$ cat config.mk
export PLATFORM = sky130hd
export DESIGN_NAME = prbs9_symbol_gen
export DESIGN_NICKNAME = d
export VERILOG_FILES = /design/src/rtl/prbs9_symbol_gen_pkg.sv /design/src/rtl/prbs9_lfsr.sv /design/src/rtl/prbs9_symbol_gen.sv
export SDC_FILE = /design/constraint.sdc
export NUM_CORES = 1
export LEC_CHECK = 0
export BUFFER_PORTS_ARGS = -buffer_cell sky130_fd_sc_hd__buf_2
export CELL_PAD_IN_SITES_DETAIL_PLACEMENT = 1
export CELL_PAD_IN_SITES_GLOBAL_PLACEMENT = 1
export CORE_UTILIZATION = 51
export CTS_BUF_LIST = sky130_fd_sc_hd__clkbuf_8
export DETAILED_ROUTE_END_ITERATION = 8
export PLACE_DENSITY_LB_ADDON = 0.08
export SYNTH_ARGS = -nofsm -noshare
export SYNTH_HDL_FRONTEND = slang
export SYNTH_SLANG_ARGS = --single-unit
$ cat constraint.sdc
create_clock -name clock -period 3.4 [get_ports clock]
set_input_delay 0.51 -clock clock [delete_from_list [all_inputs] [get_ports clock]]
set_output_delay 0.51 -clock clock [all_outputs]
set_load 0.01 [all_outputs]
$ cat src/rtl/prbs9_symbol_gen_pkg.sv
// Shared constants, helpers and output bundle for the PRBS9 I/Q symbol source.
// Used by prbs9_lfsr and prbs9_symbol_gen (optional feature macro: PRBS_ERR_INJ_EN).
package prbs9_symbol_gen_pkg;

   localparam int PRBS9_LEN    = 9;
   localparam int PRBS9_TAP_HI = 8;
   localparam int PRBS9_TAP_LO = 4;
   localparam int PRBS9_PERIOD = 511;

   localparam logic [PRBS9_LEN-1:0] PRBS9_NONZERO_SEED = 9'h001;

   // An all-zero LFSR would lock up, so a zero seed is replaced with a legal one.
   function automatic logic [PRBS9_LEN-1:0] prbs9_legal_seed(input logic [PRBS9_LEN-1:0] seed);
      return (seed == '0) ? PRBS9_NONZERO_SEED : seed;
   endfunction

   function automatic logic [PRBS9_LEN-1:0] prbs9_next(input logic [PRBS9_LEN-1:0] state);
      return {state[PRBS9_LEN-2:0], state[PRBS9_TAP_HI] ^ state[PRBS9_TAP_LO]};
   endfunction

   typedef struct packed {
      logic                 valid;
      logic                 period_start;
      logic                 data_i;
      logic                 data_q;
      logic [PRBS9_LEN-1:0] symbol_count;
   } prbs9_sym_t;

endpackage

$ cat src/rtl/prbs9_lfsr.sv
// Single PRBS9 (x^9+x^5+1) generator: loads its seed on reset or i_load, steps on i_step.
// o_bit is the current (pre-shift) MSB.
module prbs9_lfsr
   import prbs9_symbol_gen_pkg::*;
#(
   parameter logic [PRBS9_LEN-1:0] SEED = 9'h001
) (
   input  logic clock,
   input  logic i_reset,
   input  logic i_load,
   input  logic i_step,
   output logic o_bit
);

   localparam logic [PRBS9_LEN-1:0] LP_SEED = prbs9_legal_seed(SEED);

   logic [PRBS9_LEN-1:0] r_lfsr;

   always_ff @(posedge clock) begin
      if (i_reset || i_load) begin
         r_lfsr <= LP_SEED;
      end else if (i_step) begin
         r_lfsr <= prbs9_next(r_lfsr);
      end
   end

   assign o_bit = r_lfsr[PRBS9_TAP_HI];

endmodule

$ cat src/rtl/prbs9_symbol_gen.sv
// Dual-channel PRBS9 symbol source with oversampling phase counter, symbol index and period marker.
// Optional error injection on the I channel when PRBS_ERR_INJ_EN is defined.
module prbs9_symbol_gen
   import prbs9_symbol_gen_pkg::*;
#(
   parameter logic [PRBS9_LEN-1:0] SEED_I    = 9'h1AA,
   parameter logic [PRBS9_LEN-1:0] SEED_Q    = 9'h1FE,
   parameter int                   OS_FACTOR = 4
) (
   input  logic                 clock,
   input  logic                 i_reset,
   input  logic                 i_enable,
   input  logic                 i_restart,
`ifdef PRBS_ERR_INJ_EN
   input  logic                 i_err_inject,
   output logic [15:0]          o_err_count,
`endif
   output logic                 o_data_prbsI,
   output logic                 o_data_prbsQ,
   output logic                 o_valid,
   output logic                 o_period_start,
   output logic [PRBS9_LEN-1:0] o_symbol_count
);

   localparam logic [7:0]           LP_PHASE_LAST = 8'(OS_FACTOR - 1);
   localparam logic [PRBS9_LEN-1:0] LP_IDX_LAST   = PRBS9_LEN'(PRBS9_PERIOD - 1);

   logic [7:0]           r_phase;
   logic [PRBS9_LEN-1:0] r_sym_idx;
   prbs9_sym_t           r_out;

   logic w_advance;
   logic w_bit_i;
   logic w_bit_q;
   logic w_data_i;

   assign w_advance = i_enable && (r_phase == LP_PHASE_LAST);

   // Restart outranks the step inside the LFSR, so a restart on an advance cycle re-seeds cleanly.
   prbs9_lfsr #(.SEED(SEED_I)) u_lfsr_i (
      .clock   (clock),
      .i_reset (i_reset),
      .i_load  (i_restart),
      .i_step  (w_advance),
      .o_bit   (w_bit_i)
   );

   prbs9_lfsr #(.SEED(SEED_Q)) u_lfsr_q (
      .clock   (clock),
      .i_reset (i_reset),
      .i_load  (i_restart),
      .i_step  (w_advance),
      .o_bit   (w_bit_q)
   );

`ifdef PRBS_ERR_INJ_EN
   assign w_data_i = w_bit_i ^ i_err_inject;
`else
   assign w_data_i = w_bit_i;
`endif

   always_ff @(posedge clock) begin
      if (i_reset) begin
         r_phase   <= '0;
         r_sym_idx <= '0;
         r_out     <= '0;
      end else if (i_restart) begin
         r_phase            <= '0;
         r_sym_idx          <= '0;
         r_out.valid        <= 1'b0;
         r_out.period_start <= 1'b0;
      end else if (i_enable) begin
         if (r_phase == LP_PHASE_LAST) begin
            r_phase            <= '0;
            r_out.valid        <= 1'b1;
            r_out.period_start <= (r_sym_idx == '0);
            r_out.data_i       <= w_data_i;
            r_out.data_q       <= w_bit_q;
            r_out.symbol_count <= r_sym_idx;
            r_sym_idx          <= (r_sym_idx == LP_IDX_LAST) ? '0 : PRBS9_LEN'(r_sym_idx + 1'b1);
         end else begin
            r_phase            <= 8'(r_phase + 1'b1);
            r_out.valid        <= 1'b0;
            r_out.period_start <= 1'b0;
         end
      end else begin
         r_out.valid        <= 1'b0;
         r_out.period_start <= 1'b0;
      end
   end

`ifdef PRBS_ERR_INJ_EN
   logic [15:0] r_err_count;

   always_ff @(posedge clock) begin
      if (i_reset || i_restart) begin
         r_err_count <= '0;
      end else if (w_advance && i_err_inject && (r_err_count != 16'hFFFF)) begin
         r_err_count <= 16'(r_err_count + 1'b1);
      end
   end

   assign o_err_count = r_err_count;
`endif

   assign o_data_prbsI   = r_out.data_i;
   assign o_data_prbsQ   = r_out.data_q;
   assign o_valid        = r_out.valid;
   assign o_period_start = r_out.period_start;
   assign o_symbol_count = r_out.symbol_count;

endmodule
==> flow_summary.json, run 1 <==
{
  "final_cell_mix": "dfxtp_1, nor2_1, nand2_1, buf_2, o22a_1",
  "wl_per_cell_microns": 16.08,
  "final_util_pct": 60.28,
  "slowest_stage": "nand2_1",
  "finalSetupTns_ns": 0,
  "ctsResizeCount": 0,
  "cts_tree": "yes",
  "crit_family": "simple AND/OR/NAND/NOR gates",
  "cp.arrival_ns": 2.42,
  "reg2reg_depth": 4,
  "first_pass_iters": 4,
  "holdBufCountCts": 0,
  "clkTransAtPathRegs_ns": 0.08,
  "criticalPathCategory": "register to register",
  "regToRegSetupSlack_ns": 1.14,
  "layout_commonest_cell": "dfxtp_1",
  "die_h_microns": 61.93,
  "synth_top_area_cell": "dfxtp_1",
  "grt-ovfl-total": 0,
  "r2r_end": "r_sym_idx[1]$_SDFFE_PP0P_",
  "cap_violations": 0,
  "grt_max_degree": 23,
  "syn_area_sq_mm": 0.001832,
  "vias_per_cell": 5.582,
  "ctsRootBufferMaster": "clkbuf_8",
  "timing.hold.ws_ns": 0.4707,
  "grt_pass1_vias": 1405,
  "hold_class": "register to register",
  "numCtsBuffers": 5,
  "holdCritStartpoint": "u_lfsr_i.r_lfsr[7]$_SDFFE_PP1P_",
  "dpl.cell_count": 241,
  "crit_buf_inv": 0,
  "ys_warn_count": 0,
  "antenna_found_initial": 0,
  "drtIter0Drc": 82,
  "cp_data_required_time_ns": 3.56,
  "final.min_clock_period_ns": 2.255,
  "syn_inst": 187,
  "synthTopCellsByArea": "dfxtp_1, o22a_1, xor2_1, nor2_1, a21oi_1",
  "startpoint": "r_phase[3]$_SDFFE_PP0P_",
  "core.rowCount": 21,
  "worstPathCellList": "nor4_4 > nand2_2 > nand2_1 > o22ai_1",
  "critPathCaptureType": "register",
  "r2r_start": "r_phase[3]$_SDFFE_PP0P_",
  "vdd.ir_drop.worst_v": 0.0002552,
  "slew_violations": 0,
  "syn_nets": 195,
  "post-route-period-util_pct": 66.34,
  "grt.total_usage_pct": 23.40,
  "ctsHtreeMaxLevel": 2,
  "cp-start-kind": "register",
  "diodes": 0,
  "ys_ff_latch": 48,
  "portBuffers": 16,
  "clock_path_buffers": 2,
  "final_cell_count_no_fill": 249,
  "cts.sinks": 48,
  "fin_ws_ns": 1.145,
  "syn2layout_area_growth_pct": 11.54,
  "clkLatencyLatePin_ns": 0.31,
  "rsz0062_at_grt": "false",
  "initial_core_util_pct": 54.04,
  "yosys.cell_types.count": 28,
  "crit_path_end": "r_sym_idx[1]$_SDFFE_PP0P_",
  "hold_viol": 0,
  "worst-path-max-fanout": 22,
  "fin_skew_ns": 0.007229,
  "vias": 1390,
  "gp_congestion": 0.8005,
  "cp_slowest_stage_delay_ns": 0.64,
  "coreArea_sq_mm": 0.003390,
  "antenna_left": 0,
  "power.density_mw_per_mm2": 481.1,
  "setup_viol": 0,
  "cp.depth": 4,
  "slew_headroom_pct": 51.20,
  "routed_wl_microns": 4005,
  "grt_pass1_wl_microns": 6306,
  "die_w_microns": 61.93,
  "die_area_sq_mm": 0.003835,
  "fmaxAchievable_mhz": 443.4,
  "drive_gt1_share_pct": 12.81,
  "fill_cells": 397,
  "post_cts_buffers": 0,
  "io_pins": 17,
  "place_ws_ns": 1.156,
  "hpwl_microns": 2720,
  "drc": 0,
  "syn_area_per_cell_sq_um": 9.795,
  "tightest_slew_ns": 0.7303,
  "leakage_nw": 0.7762,
  "synth_top_cell_area_share_pct": 52.46,
  "synth_seq_area_share_pct": 52.46,
  "outcome": "completed",
  "nets": 210
}
[through the flow]
stage	cell area, sq um	total power, mW
finish	2043	0.9830
global route	2043	1.014
CTS	2043	0.9900
detailed placement	1936	0.5947
global placement	1936	0.5937
floorplan	1832	0.5897
[worst register-to-register path: cells and delay by family, from the launching register on]
| kind | cells | cell delay (ns) |
|---|---|---|
| flip-flops | 1 | 0.39 |
| AO/OA/AOI/OAI | 1 | 0.16 |
| AND/OR/NAND/NOR | 3 | 1.58 |
[where the power goes]
group / leakage (nW) / internal [mW] / switching [mW]
sequential: 0.387 / 0.562 / 0.000792
clock: 0.0593 / 0.215 / 0.186
combinational: 0.330 / 0.00410 / 0.0143
total: 0.776 / 0.782 / 0.201
[worst min-delay path by stage]
| stage | end | cells past startpoint |
|---|---|---|
| floorplan | u_lfsr_i.r_lfsr[1]$_SDFFE_PP1P_ | 1 |
| global placement | u_lfsr_q.r_lfsr[4]$_SDFFE_PP1P_ | 1 |
| detailed placement | u_lfsr_i.r_lfsr[8]$_SDFFE_PP1P_ | 1 |
| CTS | u_lfsr_q.r_lfsr[4]$_SDFFE_PP1P_ | 1 |
| global route | u_lfsr_q.r_lfsr[4]$_SDFFE_PP1P_ | 1 |
| finish | u_lfsr_i.r_lfsr[8]$_SDFFE_PP1P_ | 1 |
[cells in the mapped netlist (all sizes together)]
| library cell | number |
|---|---|
| or3 | 1 |
| o22ai | 1 |
| and3b | 1 |
| mux2i | 1 |
| xnor2 | 4 |
| and3 | 5 |
| nand2 | 17 |
| inv | 3 |
| dfxtp | 48 |
| clkbuf | 3 |
| nor4 | 2 |
| nand3 | 4 |
| a21oi | 12 |
| nand4 | 8 |
| nor4bb | 1 |
| o21ai | 13 |
| xor2 | 12 |
| a22o | 5 |
| nor2 | 18 |
| and4 | 3 |
| and2 | 1 |
| buf | 6 |
| o22a | 13 |
| nor4b | 1 |
| ha | 4 |
[state kept, by name, summed over array words and instances (netlist names)]
name / cells
o_data_prbsI: 1
o_data_prbsQ: 1
o_period_start: 1
o_symbol_count: 9
o_valid: 1
r_phase: 8
r_sym_idx: 9
u_lfsr_i.r_lfsr: 9
u_lfsr_q.r_lfsr: 9
[logic make-up (layout without fill, tap and decap cells)]
| family | after synthesis | count (layout) | share of synthesized area, % |
|---|---|---|---|
| adder cells (fa/ha/maj) | 4 | 4 | 2.732 |
| AO/OA/AOI/OAI | 44 | 44 | 15.78 |
| multiplexers | 1 | 1 | 0.5465 |
| XOR/XNOR | 16 | 16 | 7.650 |
| AND/OR/NAND/NOR | 62 | 62 | 17.97 |
| buffers and inverters | 12 | 28 | 2.869 |
| flip-flops | 48 | 48 | 52.46 |
[area by class of cell]
type	count	area (sq um)	share of cell area, %
clock buffers	5	68.82	3.368
clock inverters	3	38.79	1.898
inverters	3	11.26	0.5511
multi-input cells	127	818.3	40.05
flip-flops and latches	48	960.9	47.03
well taps	46	57.56	2.817
repair buffers	17	87.58	4.287
[per-layer routing]
layer / wire [microns] / global-route usage (%)
met1: 1800 / 26.17
met2: 2033 / 42.86
met3: 106 / 5.590
met4: 65 / 8.889
met5: 0 / 0
(Power assumes the default switching activity.)
==> run 2: changes to the inputs <==
CORE_UTILIZATION = 47   (was 51)
clock period = 2.2 ns   (was 3.4 ns; I/O delays follow)
==> flow_summary.json, run 2 (synthesized netlist as in run 1, its figures left out) <==
{
  "fmaxAchievable_mhz": 502.6,
  "grt_pass1_vias": 1493,
  "cap_violations": 0,
  "r2r_end": "u_lfsr_i.r_lfsr[6]$_SDFFE_PP0P_",
  "antenna_found_initial": 0,
  "hold_viol": 0,
  "portBuffers": 16,
  "regToRegSetupSlack_ns": 0.21,
  "holdCritStartpoint": "i_reset",
  "dr.max_layer_used": "met4",
  "critPathCaptureType": "register",
  "clkTransAtPathRegs_ns": 0.09,
  "leakage_nw": 0.8000,
  "cts.sinks": 48,
  "die_area_sq_mm": 0.004151,
  "cp.arrival_ns": 2.19,
  "cp-start-kind": "register",
  "syn2layout_area_growth_pct": 14.48,
  "reg2reg_depth": 6,
  "hold_path_depth": 2,
  "rsz0062_at_grt": "false",
  "tightest_slew_ns": 0.4026,
  "r2r_start": "r_phase[0]$_SDFFE_PP0P_",
  "die_w_microns": 64.43,
  "holdBufCountCts": 0,
  "ctsResizeCount": 0,
  "grt.total_usage_pct": 21.40,
  "core.rowCount": 22,
  "nets": 215,
  "fill_cells": 428,
  "vdd.ir_drop.worst_v": 0.0004167,
  "place_area_sq_mm": 0.001976,
  "grt_max_degree": 18,
  "diodes": 0,
  "drc": 0,
  "vias_per_cell": 5.547,
  "setup_viol": 0,
  "clock_path_buffers": 2,
  "numCtsBuffers": 5,
  "layout_commonest_cell": "dfxtp_1",
  "die_h_microns": 64.43,
  "cp_data_required_time_ns": 2.40,
  "grt_pass1_wl_microns": 6837,
  "cp_slowest_stage_delay_ns": 0.39,
  "final_area_sq_mm": 0.002097,
  "crit_buf_inv": 1,
  "first_pass_iters": 4,
  "seq_area_sq_um": 960.9,
  "criticalPathCategory": "register to register",
  "slew_violations": 0,
  "drive_gt1_share_pct": 15.38,
  "outcome": "completed",
  "slew_headroom_pct": 73.16,
  "grt-ovfl-total": 0,
  "io_pins": 17,
  "coreArea_sq_mm": 0.003689,
  "wl_met3_microns": 90,
  "fin_skew_ns": 0.008469,
  "final_cell_mix": "dfxtp_1, nor2_1, nand2_1, buf_2, o22a_1",
  "ctsRootBufferMaster": "clkbuf_8",
  "slowest_stage": "dfxtp_1",
  "wl_per_cell_microns": 15.27,
  "gp_congestion": 0.8208,
  "post_cts_buffers": 0,
  "antenna_left": 0,
  "worst-path-max-fanout": 17,
  "hpwl_microns": 2696,
  "post-route-period-util_pct": 90.43,
  "power.density_mw_per_mm2": 746.0,
  "ctsHtreeMaxLevel": 2,
  "wl_met2_microns": 2015,
  "multi_input_area_sq_um": 818.3,
  "initial_core_util_pct": 49.66,
  "clkLatencyLatePin_ns": 0.30,
  "vias": 1420,
  "worstPathCellList": "ha_1 > nor4bb_1 > buf_4 > nand2_2 > and2_1 > a22o_1",
  "drtIter0Drc": 59,
  "wl_met1_microns": 1732,
  "hold_class": "primary input to register",
  "finalSetupTns_ns": 0,
  "hold_end": "o_symbol_count[1]$_SDFFE_PP0P_",
  "cts_tree": "yes",
  "routed_wl_microns": 3910,
  "crit_family": "simple AND/OR/NAND/NOR gates",
  "final.min_clock_period_ns": 1.990
}
## run 2: cell types whose count changed in the layout (fill, tap and decap cells not counted), sizes merged
cell and delta:
buf +5, clkbuf +1, inv -1
## run 2: routing by layer
layer | track usage, % | up-vias
met2 | 38.68 | 19
met1 | 24.34 | 694
li1 | - | 700
met5 | 0 | -
met4 | 8.056 | 0
met3 | 4.754 | 7
## run 2: report_power, final
part	internal [mW]	leakage [nW]	switching, mW	total, mW
clock network	0.372	0.0614	0.290	0.662
registers	0.869	0.387	0.00141	0.871
logic	0.00988	0.351	0.0219	0.0318
total	1.25	0.800	0.314	1.56
## run 2: area by class of cell
class | count | share of cell area [%]
Clock inverter | 2 | 1.850
Timing Repair Buffer | 22 | 5.967
Multi-Input combinational cell | 127 | 39.02
Inverter | 3 | 0.5370
Sequential cell | 48 | 45.82
Tap cell | 48 | 2.864
Clock buffer | 6 | 3.938
## run 2: metrics by stage
step / total power, mW / setup slack, ns / utilization [%] / cells / hold WS [ns]
finish: 1.564 / 0.2104 / 56.85 / 256 / 0.3621
global route: 1.620 / 0.1014 / 56.85 / 256 / 0.3636
floorplan: 0.9113 / 0.5331 / - / 187 / 0.3991
CTS: 1.580 / 0.1885 / 56.85 / 256 / 0.3515
detailed placement: 0.9237 / 0.2040 / 53.56 / 248 / 0.4534
global placement: 0.9210 / 0.3399 / 53.56 / 248 / 0.4411
## run 2: worst reg2reg max path: stages, from the launching register on
cell	delay, ns
dfxtp_1	0.39
ha_1	0.22
nor4bb_1	0.32
buf_4	0.22
nand2_2	0.21
and2_1	0.29
a22o_1	0.25
## run 2: worst max path at each step
stage | slack (ns) | start | cells past startpoint | endpoint
floorplan | 0.53 | r_phase[0]$_SDFFE_PP0P_ | 6 | r_sym_idx[0]$_SDFFE_PP0P_
global placement | 0.34 | r_phase[0]$_SDFFE_PP0P_ | 6 | u_lfsr_i.r_lfsr[2]$_SDFFE_PP0P_
detailed placement | 0.20 | r_phase[0]$_SDFFE_PP0P_ | 6 | u_lfsr_i.r_lfsr[0]$_SDFFE_PP0P_
CTS | 0.19 | r_phase[0]$_SDFFE_PP0P_ | 6 | u_lfsr_i.r_lfsr[6]$_SDFFE_PP0P_
global route | 0.10 | r_phase[0]$_SDFFE_PP0P_ | 6 | u_lfsr_i.r_lfsr[2]$_SDFFE_PP0P_
finish | 0.21 | r_phase[0]$_SDFFE_PP0P_ | 6 | u_lfsr_i.r_lfsr[6]$_SDFFE_PP0P_
==> run 3: changes to the inputs <==
CORE_UTILIZATION = 44   (was 47)
CTS_BUF_LIST = sky130_fd_sc_hd__clkbuf_16   (was sky130_fd_sc_hd__clkbuf_8)
==> flow_summary.json, run 3 (synthesized netlist as in run 1, its figures left out) <==
{
  "drc": 0,
  "rsz0062_at_grt": "false",
  "die_area_sq_mm": 0.004425,
  "holdCritStartpoint": "i_reset",
  "crit_buf_inv": 1,
  "leakage_nw": 0.8236,
  "cp.depth": 6,
  "use_met3_pct": 5.308,
  "nets": 215,
  "grt-ovfl-total": 0,
  "final.min_clock_period_ns": 1.965,
  "cap_violations": 0,
  "reg2reg_depth": 6,
  "place_area_sq_mm": 0.001978,
  "ctsRootBufferMaster": "clkbuf_16",
  "gr-max-usage-layer": "met2",
  "fill_cells": 477,
  "hpwl_microns": 2802,
  "cp_slowest_stage_delay_ns": 0.37,
  "cts_tree": "yes",
  "fin_skew_ns": 0.005040,
  "drive_gt1_share_pct": 14.90,
  "numCtsBuffers": 5,
  "core.rowCount": 23,
  "crit_family": "simple AND/OR/NAND/NOR gates",
  "place_ws_ns": 0.2225,
  "worst-path-max-fanout": 17,
  "initial_core_util_pct": 45.79,
  "holdBufCountCts": 0,
  "cp-start-kind": "register",
  "r2r_end": "u_lfsr_i.r_lfsr[4]$_SDFFE_PP0P_",
  "grtUsageMet1_pct": 23.44,
  "finalSetupTns_ns": 0,
  "hold_viol": 0,
  "clkTransAtPathRegs_ns": 0.06,
  "grt_pass1_vias": 1413,
  "io_pins": 17,
  "final_area_sq_mm": 0.002142,
  "die_h_microns": 66.52,
  "syn2layout_area_growth_pct": 16.94,
  "power.density_mw_per_mm2": 810.6,
  "setup_viol": 0,
  "drtIter0Drc": 74,
  "die_w_microns": 66.52,
  "hold_class": "primary input to register",
  "routed_wl_microns": 3989,
  "final_cell_mix": "dfxtp_1, nor2_1, nand2_1, buf_2, o22a_1",
  "grt_util_met2_pct": 36.48,
  "portBuffers": 16,
  "gp_congestion": 0.8213,
  "final_util_pct": 53.55,
  "post-route-period-util_pct": 89.30,
  "hold_end": "o_data_prbsQ$_SDFFE_PP0P_",
  "critPathCaptureType": "register",
  "slew_violations": 0,
  "first_pass_iters": 4,
  "antenna_found_initial": 0,
  "ctsResizeCount": 0,
  "antenna_left": 0,
  "slew_headroom_pct": 72.73,
  "grt.total_usage_pct": 20.55,
  "final_cell_count_no_fill": 258,
  "clock_path_buffers": 2,
  "vdd.ir_drop.worst_v": 0.0004155,
  "wl_per_cell_microns": 15.46,
  "grt_pass1_wl_microns": 6665,
  "cp.arrival_ns": 2.14,
  "outcome": "completed",
  "clkLatencyLatePin_ns": 0.28,
  "coreArea_sq_mm": 0.004000,
  "tightest_slew_ns": 0.4091,
  "grt_max_degree": 18,
  "regToRegSetupSlack_ns": 0.24,
  "hold_path_depth": 2,
  "fmaxAchievable_mhz": 509.0,
  "fin_ws_ns": 0.2354,
  "ctsHtreeMaxLevel": 2,
  "cts.sinks": 48,
  "worstPathCellList": "ha_1 > nor4bb_1 > buf_4 > nand2_2 > and2_1 > a22o_1",
  "cp_data_required_time_ns": 2.37,
  "criticalPathCategory": "register to register",
  "vias_per_cell": 5.477,
  "slowest_stage": "dfxtp_1",
  "vias": 1413,
  "post_cts_buffers": 0,
  "layout_commonest_cell": "dfxtp_1",
  "r2r_start": "r_phase[0]$_SDFFE_PP0P_",
  "diodes": 0,
  "dpl.cell_count": 250
}
-- run 3: cell types whose count changed in the layout (fill, tap and decap cells not counted) --
cell	change
inv_1	+1
clkinv_4	-1
clkbuf_8	-6
clkbuf_16	+5
clkinv_2	+1
-- run 3: per-layer routing --
layer	routed length, microns	up-vias	share of wire, %
li1	-	702	-
met1	1749	683	44
met2	2072	22	52
met3	106	6	2.7
met4	61	0	1.5
met5	0	-	0
-- run 3: final cells by class --
class                   count  area (sq um)  share of cell area, %
flip-flops and latches     48         960.9                  44.86
multi-input cells         127         818.3                  38.20
clock buffers               5         125.1                  5.841
repair buffers             22         125.1                  5.841
well taps                  50         62.56                  2.921
clock inverters             3         38.79                  1.811
inverters                   3         11.26                 0.5257
-- run 3: per-stage QoR --
stage	hold slack [ns]	total power, mW
2_1_floorplan	0.3991	0.9113
3_3_place_gp	0.4421	0.9216
3_5_place_dp	0.4596	0.9239
4_1_cts	0.3775	1.762
5_1_grt	0.3960	1.804
6_report	0.3777	1.736
-- run 3: how the worst max path moves through the flow --
| stage | startpoint | to | slack [ns] |
|---|---|---|---|
| after floorplan | r_phase[0]$_SDFFE_PP0P_ | r_sym_idx[0]$_SDFFE_PP0P_ | 0.53 |
| after global placement | r_phase[0]$_SDFFE_PP0P_ | u_lfsr_i.r_lfsr[2]$_SDFFE_PP0P_ | 0.34 |
| after detailed placement | r_phase[0]$_SDFFE_PP0P_ | u_lfsr_i.r_lfsr[0]$_SDFFE_PP0P_ | 0.22 |
| after CTS | r_phase[0]$_SDFFE_PP0P_ | u_lfsr_i.r_lfsr[0]$_SDFFE_PP0P_ | 0.22 |
| after global routing | r_phase[0]$_SDFFE_PP0P_ | u_lfsr_i.r_lfsr[0]$_SDFFE_PP0P_ | 0.08 |
| final | r_phase[0]$_SDFFE_PP0P_ | u_lfsr_i.r_lfsr[4]$_SDFFE_PP0P_ | 0.24 |
-- run 3: worst reg2reg max path: cells and delay by family, from the launching register on --
| family | cells | cell delay (ns) |
|---|---|---|
| AO/OA/AOI/OAI | 1 | 0.24 |
| buffers and inverters | 1 | 0.21 |
| AND/OR/NAND/NOR | 3 | 0.81 |
| flip-flops | 1 | 0.37 |
| adder cells (fa/ha/maj) | 1 | 0.23 |
-- run 3: power by group --
group | leakage [nW] | internal [mW] | switching (mW)
registers | 0.387 | 0.870 | 0.00131
logic | 0.351 | 0.00991 | 0.0223
clock network | 0.0850 | 0.529 | 0.303
total | 0.824 | 1.41 | 0.327
